### config.mk
export PLATFORM = sky130hd
export DESIGN_NAME = wormhole_output_arbiter
export DESIGN_NICKNAME = d
export VERILOG_FILES = /design/src/rtl/wormhole_output_arbiter.sv
export SDC_FILE = /design/constraint.sdc
export NUM_CORES = 1
export LEC_CHECK = 0
export BUFFER_PORTS_ARGS = -buffer_cell sky130_fd_sc_hd__buf_2
export CORE_ASPECT_RATIO = 0.6
export CORE_MARGIN = 2
export CORE_UTILIZATION = 54
export DETAILED_ROUTE_END_ITERATION = 7
export GPL_TIMING_DRIVEN = 1
export PLACE_DENSITY = 0.79
export SKIP_CTS_REPAIR_TIMING = 1
export SLEW_MARGIN = 25
export SYNTH_ARGS = -nofsm -noshare
export SYNTH_HDL_FRONTEND = slang
export SYNTH_SLANG_ARGS = --single-unit
### constraint.sdc
create_clock -name clk -period 4.95 [get_ports clk]
set_input_delay 0.495 -clock clk [delete_from_list [all_inputs] [get_ports clk]]
set_output_delay 0.495 -clock clk [all_outputs]
set_load 0.01 [all_outputs]
### src/rtl/wormhole_output_arbiter.sv
// Per-output switch allocator: round-robin on head flits, 1-cycle grant latency, wormhole lock until tail.
// Transfers are combinational (rd_en/out_wr_en) and blocked while out_ON_OFF=1.
module wormhole_output_arbiter #(
  parameter int PORTS   = 5,
  parameter int STALL_W = 8,
  parameter int PKT_W   = 16,
  localparam int IDX_W  = $clog2(PORTS)
) (
  input  logic                 clk,
  input  logic                 rst,
  input  logic [PORTS-1:0]     req,
  input  logic [2*PORTS-1:0]   front_type,
  input  logic                 out_ON_OFF,
  output logic [PORTS-1:0]     grant,
  output logic [IDX_W-1:0]     out_sel,
  output logic [PORTS-1:0]     rd_en,
  output logic                 out_wr_en,
  output logic                 locked,
  output logic                 proto_err,
  output logic [STALL_W-1:0]   stall_cnt,
  output logic [PKT_W-1:0]     pkt_cnt
);

  typedef enum logic [1:0] {
    S_IDLE   = 2'b00,
    S_LOCKED = 2'b01
  } state_t;

  state_t               r_state, w_nxt_state;
  logic [PORTS-1:0]     r_grant, w_nxt_grant;
  logic [IDX_W-1:0]     r_out_sel, w_nxt_sel;
  logic [IDX_W-1:0]     r_rr_ptr, w_nxt_rr;
  logic                 r_proto_err, w_nxt_perr;
  logic [STALL_W-1:0]   r_stall_cnt, w_nxt_stall;
  logic [PKT_W-1:0]     r_pkt_cnt, w_nxt_pkt;

  logic [IDX_W-1:0]     w_idx, w_pick;
  logic                 w_found, w_bad_idle;
  logic                 w_own_req, w_xfer;
  logic [1:0]           w_own_type;

  always_ff @(posedge clk) begin
    if (rst) begin
      r_state     <= S_IDLE;
      r_grant     <= '0;
      r_out_sel   <= '0;
      r_rr_ptr    <= '0;
      r_proto_err <= 1'b0;
      r_stall_cnt <= '0;
      r_pkt_cnt   <= '0;
    end else begin
      r_state     <= w_nxt_state;
      r_grant     <= w_nxt_grant;
      r_out_sel   <= w_nxt_sel;
      r_rr_ptr    <= w_nxt_rr;
      r_proto_err <= w_nxt_perr;
      r_stall_cnt <= w_nxt_stall;
      r_pkt_cnt   <= w_nxt_pkt;
    end
  end

  always_comb begin
    w_nxt_state = r_state;
    w_nxt_grant = r_grant;
    w_nxt_sel   = r_out_sel;
    w_nxt_rr    = r_rr_ptr;
    w_nxt_perr  = r_proto_err;
    w_nxt_stall = r_stall_cnt;
    w_nxt_pkt   = r_pkt_cnt;
    rd_en       = '0;
    out_wr_en   = 1'b0;
    w_idx       = '0;
    w_pick      = '0;
    w_found     = 1'b0;
    w_bad_idle  = 1'b0;

    // Walk from the farthest candidate back to rr_ptr so the nearest eligible head wins.
    for (int k = PORTS - 1; k >= 0; k--) begin
      w_idx = IDX_W'((int'(r_rr_ptr) + k) % PORTS);
      if (req[w_idx] && front_type[{w_idx, 1'b1}]) begin
        w_found = 1'b1;
        w_pick  = w_idx;
      end
      if (req[w_idx] && !front_type[{w_idx, 1'b1}]) begin
        w_bad_idle = 1'b1;
      end
    end

    w_own_req  = req[r_out_sel];
    w_own_type = front_type[{r_out_sel, 1'b0} +: 2];
    w_xfer     = (r_state == S_LOCKED) && w_own_req && !out_ON_OFF && !rst;

    case (r_state)
      S_IDLE: begin
        w_nxt_stall = '0;
        if (w_bad_idle) w_nxt_perr = 1'b1;
        if (w_found) begin
          w_nxt_state = S_LOCKED;
          w_nxt_grant = PORTS'(1) << w_pick;
          w_nxt_sel   = w_pick;
        end
      end
      S_LOCKED: begin
        if (w_xfer) begin
          rd_en       = r_grant;
          out_wr_en   = 1'b1;
          w_nxt_stall = '0;
          if (w_own_type == 2'b10) w_nxt_perr = 1'b1;
          if (w_own_type[0]) begin
            w_nxt_state = S_IDLE;
            w_nxt_grant = '0;
            w_nxt_sel   = '0;
            w_nxt_rr    = (r_out_sel == IDX_W'(PORTS - 1)) ? '0 : r_out_sel + IDX_W'(1);
            w_nxt_pkt   = r_pkt_cnt + PKT_W'(1);
          end
        end else if (w_own_req && out_ON_OFF && (r_stall_cnt != {STALL_W{1'b1}})) begin
          w_nxt_stall = r_stall_cnt + STALL_W'(1);
        end
      end
      default: begin
        w_nxt_state = S_IDLE;
        w_nxt_grant = '0;
        w_nxt_sel   = '0;
        w_nxt_stall = '0;
      end
    endcase
  end

  assign grant     = r_grant;
  assign out_sel   = r_out_sel;
  assign locked    = (r_state == S_LOCKED);
  assign proto_err = r_proto_err;
  assign stall_cnt = r_stall_cnt;
  assign pkt_cnt   = r_pkt_cnt;

endmodule

Word level (Yosys, flattened, before mapping)
Index checks and enable logic that the tools add are counted.
W data, S select, Z words.
Operators by class
  add/subtract/negate cells: 7
  divide/modulo/power cells: 5
  order comparisons: 11
  equal/unequal tests: 9
  shift-type cells: 2
  multiplexer cells: 58
  bitwise gates (word level): 1
  reductions and logical operators: 28
Operator list (number)
  $mod A32 B4 Y32 const B: 4
  $bmux W1 S3: 11
  $mod A4 B4 Y32 const B: 1
  $mux W3: 9
  $mux W1: 26
  $lt A4 B5 Y1 const B: 5
  $mux W5: 5
  $lt A3 B4 Y1 const B: 6
  $add A16 B1 Y16 const B: 1
  $logic_and A1 B1 Y1: 15
  $pmux W5 S2: 1
  $shiftx A10 B5 Y2: 1
  $add A3 B2 Y4 const B: 2
  $add A8 B1 Y8 const B: 1
  $ne A8 B8 Y1 const B: 1
  $logic_not A1 Y1: 7
  $mux W2: 3
  $ne A2 B1 Y1 const B: 3
  $pmux W3 S2: 1
  $reduce_and A3 Y1: 2
  $shl A1 B3 Y5 const A: 1
  $add A3 B1 Y4 const B: 1
  $add A3 B3 Y4 const B: 1
  $ne A2 B2 Y1 const B: 2
  11 further kinds: 11
Storage, ports and cells
  register bits: 38
  input port bits: 18
  output and inout port bits: 40

Depth between registers and ports, before layout
  depth after elaboration: 13
  depth in mapped cells: 19
  depth with buffers taken out: 17

Worst setup path after synthesis
Ideal clock, no wire load.
  kind: reg-to-reg
  from: reg r_rr_ptr[0]
  to: reg r_grant[2] (netlist: grant[2])
  library setup time: 0.117 ns
  data arrival time: 4.309 ns
  required time: 4.833 ns
  setup slack: 0.524 ns
  stages on the path, launching flop included: 20
  period minus slack after synthesis: 4.426 ns
  cell sequence: dfxtp_1 > buf_6 > inv_2 > ha_1 > inv_1 > ha_1 > clkbuf_8 > o21a_1 > a21oi_1 > ha_1 > nand2b_1 > a21oi_1 > o22ai_1 > o21ai_2 > mux2_4 > a211o_4 > a2111oi_2 > a21oi_1 > o211a_1 > a22o_1
On the way
  cells in the longest elaborated chain, start to end: 13
RTL lines
  start, declared: line 32  | logic [IDX_W-1:0] r_rr_ptr, w_nxt_rr;
  start signal, assigned: line 55  | r_rr_ptr <= w_nxt_rr;
  $add A3 B3 Y4: line 79  | w_idx = IDX_W'((int'(r_rr_ptr) + k) % PORTS);
  $mod A32 B4 Y32: line 79
  $bmux W1 S3: line 80  | if (req[w_idx] && front_type[{w_idx, 1'b1}]) begin
  $mux W1 (not written as such): line 80
  $logic_and A1 B1 Y1: line 80
  $mux W3 (5 in a row): line 80
  $shl A1 B3 Y5: line 99  | w_nxt_grant = PORTS'(1) << w_pick;
  $mux W5: line 97  | if (w_found) begin
  $pmux W5 S2: line 93  | case (r_state)
  end signal, assigned: line 53  | r_grant <= w_nxt_grant;
  end, declared: line 30  | logic [PORTS-1:0] r_grant, w_nxt_grant;
Parallel ways exist; a longest one is shown, timed or not. The select of a mux whose other input is x is not followed.
A chain may end at the register's enable or synchronous reset.

Final worst setup path
  from: reg r_rr_ptr[1]
  to: reg r_grant[2] (netlist: grant[2])
Same word-level chain as after synthesis.

==> out/results.ini <==
[final_layout]
areaGrowthSynthToFinish_pct = 12.0
final_common_cell = buf_2
fillers = 650
multi_input_area_sq_um = 3080
drive_above_1_share_pct = 25.1
mostFrequentLayoutCells = buf_2 (57), nor2_1 (47), nand2_1 (39)
seqCellArea_sq_um = 741
n_antenna_cell = 0
nets = 582

[pwr]
clockPowerShare_pct = 29.8
powerDensity_nw_per_um2 = 224
seqPwrFrac_pct = 33.3
pwr-share-comb_pct = 36.8
p_sw_uw = 364
p_leak_nw = 1.91
ir_worst_vdd_mv = 0.143
swShare_pct = 35.8
intPower_uw = 654

[timing]
rsz0062_at_grt = false
slew_viol_final = 0
relSlewSlack_pct = 43.2
fin_setup_tns_ns = 0
hold_viol = 0
setup_viol_count_final = 0
worstMarginPinSlew_ns = 0.850
fmax_mhz = 219
finalCritPeriodShare_pct = 92.1
fin_skew_ns = 0.00278
holdWs_ns = 0.497
min_period_ns = 4.56

[grt]
track_usage_pct = 28.6
gr-total-overflow = 0
grt_pass1_wl_mm = 18.7
grt_pass1_vias = 3710
grt_max_degree = 27
antenna_found_initial = 0

[routing]
drt-pass1-iter-count = 6
postRouteAntennaNets = 0
wl_mm = 11.6
route.detailed.drc = 0
routedWlPerCell_microns = 18.0
vias = 4099
drt_iter0_drc = 375
viasPerCell = 6.36

[place]
place_hpwl_mm = 9.12
finalWeightedCongestion = 1.05
io_buffers = 57

[logic_synthesis]
async_reset_ff_share_pct = 0
synth-edff-count = 0
synth_flop_cell = dfxtp_1
avgSynthCellArea_sq_um = 8.36
synth-seq-cells = 37
synth_nets = 527
netlist_area_sq_um = 4060
synthDistinctLibCells = 102
ys_warn_count = 0
yosysSeqAreaShare_pct = 18.3
syn_inst = 485

[die]
die_area_sq_um = 8240
start_util_pct = 55.8
dieWidth_microns = 116
io_pins = 58
core.rowCount = 24
core_area_sq_um = 7270
die_y_microns = 71.1

[worst_hold_path]
min_path_type = reg -> reg

[worst_setup_path]
worstSetupPathType = reg -> reg
startpoint_type = register
path_delay_family = compound AO/OA/AOI/OAI gates
crit_buf_inv = 2
crit_chain = inv_2 -> ha_1 -> inv_1 -> ha_1 -> o21a_1 -> a21oi_1 -> ha_1 -> nand2b_1 -> a21oi_1 -> o22ai_1 -> o21ai_2 -> mux2_4 -> a211o_4 -> a2111oi_2 -> a21oi_1 -> o211a_1 -> a22o_1
cp_slowest_cell = a2111oi_2
critPathMaxStageDelay_ns = 0.43
cp_max_fo = 12
critPathRequiredTime_ns = 5.12
worstPathArrival_ns = 4.73
end_kind = register

[clock_tree]
htreeDepth = 2
cts_buffers = 5
cts.clk_slew.worst_paths_ns = 0.06
clk_latency_ns = 0.28
clock_sinks = 37
clockRootBuffer = clkbuf_16
clockBufferDepth = 2
cts_tree = yes

[run_status]
outcome = finished clean

[flow_run]
cap_violations = 0

-- tightest hold or removal path, delay by kind of cell, from the launching register on --
| kind | cells | cell delay (ns) |
|---|---|---|
| AND/OR/NAND/NOR | 1 | 0.07 |
| flip-flops | 1 | 0.32 |
| AO/OA/AOI/OAI | 1 | 0.06 |
-- final cells by class --
class | instances | share of cell area (%)
sequential | 37 | 16.3
clock buffer | 6 | 2.84
clock inverter | 2 | 0.220
tap | 104 | 2.87
multi-input combinational | 407 | 67.9
timing repair buffer | 68 | 8.10
inverter | 21 | 1.79
-- synthesized netlist by cell type (8+ instances only) --
cell,n,share of area [%]
nand3_1,22,2.7
nand2_1,39,3.6
nand2b_1,8,1.2
nand4_1,9,1.4
dfxtp_1,37,18
inv_1,17,1.6
a21oi_1,24,3.0
xor2_1,16,3.5
nor2_1,47,4.4
clkbuf_1,8,0.74
a211oi_1,8,1.5
o21ai_0,24,3.0
ha_1,24,7.4
mux2i_1,19,4.7
-- per-layer routing --
| metal | part of all wire (%) | global-route usage (%) |
|---|---|---|
| met3 | 10 | 8.23 |
| met4 | 0.80 | 4.10 |
| met5 | 0 | 0 |
| met1 | 47 | 42.7 |
| met2 | 42 | 41.7 |
-- power by group through the flow --
| stage | registers, mW | logic (mW) | clock network [mW] |
|---|---|---|---|
| floorplan | 0.339 | 0.275 | 0 |
| global placement | 0.344 | 0.356 | 0 |
| detailed placement | 0.344 | 0.362 | 0 |
| CTS | 0.339 | 0.366 | 0.308 |
| global route | 0.342 | 0.406 | 0.326 |
| finish | 0.340 | 0.375 | 0.304 |
-- flip-flops by register name, summed over array words and instances (netlist names) --
| name | flops |
|---|---|
| r_rr_ptr | 3 |
| grant | 5 |
| r_state | 1 |
| proto_err | 1 |
| stall_cnt | 8 |
| out_sel | 3 |
| pkt_cnt | 16 |
-- path summary, 6_finish.rpt --
check                    from        to  slack [ns]  depth (start not counted)
hold reg to reg      grant[1]  grant[1]        0.50                          2
hold / removal       grant[1]  grant[1]        0.50                          2
setup reg to reg  r_rr_ptr[1]  grant[2]        0.39                         17
setup / recovery  r_rr_ptr[1]  grant[2]        0.39                         17
-- metrics by stage --
stage | setup WS [ns] | utilization [%] | instances | total power, mW | instance area (sq um)
2_1_floorplan | 0.524 | - | 485 | 0.614 | 4060
3_3_place_gp | 0.704 | 60.6 | 637 | 0.701 | 4400
3_5_place_dp | 0.507 | 60.6 | 637 | 0.707 | 4400
4_1_cts | 0.467 | 62.5 | 645 | 1.01 | 4540
5_1_grt | 0.0485 | 62.5 | 645 | 1.07 | 4540
6_report | 0.389 | 62.5 | 645 | 1.02 | 4540
-- cells by family (layout without fill, tap and decap cells) --
logic type	Yosys count	count (layout)	share of synthesized area [%]
DFF	37	37	18.3
and+or+nand+nor	174	174	22.8
buffers and inverters	41	97	5.71
AOI/OAI and AO/OA	154	154	30.8
adders and majority gates	24	24	7.41
xor gates and xnor gates	27	27	6.57
muxes	28	28	8.48
No activity file was read; power rests on OpenSTA's default activity.
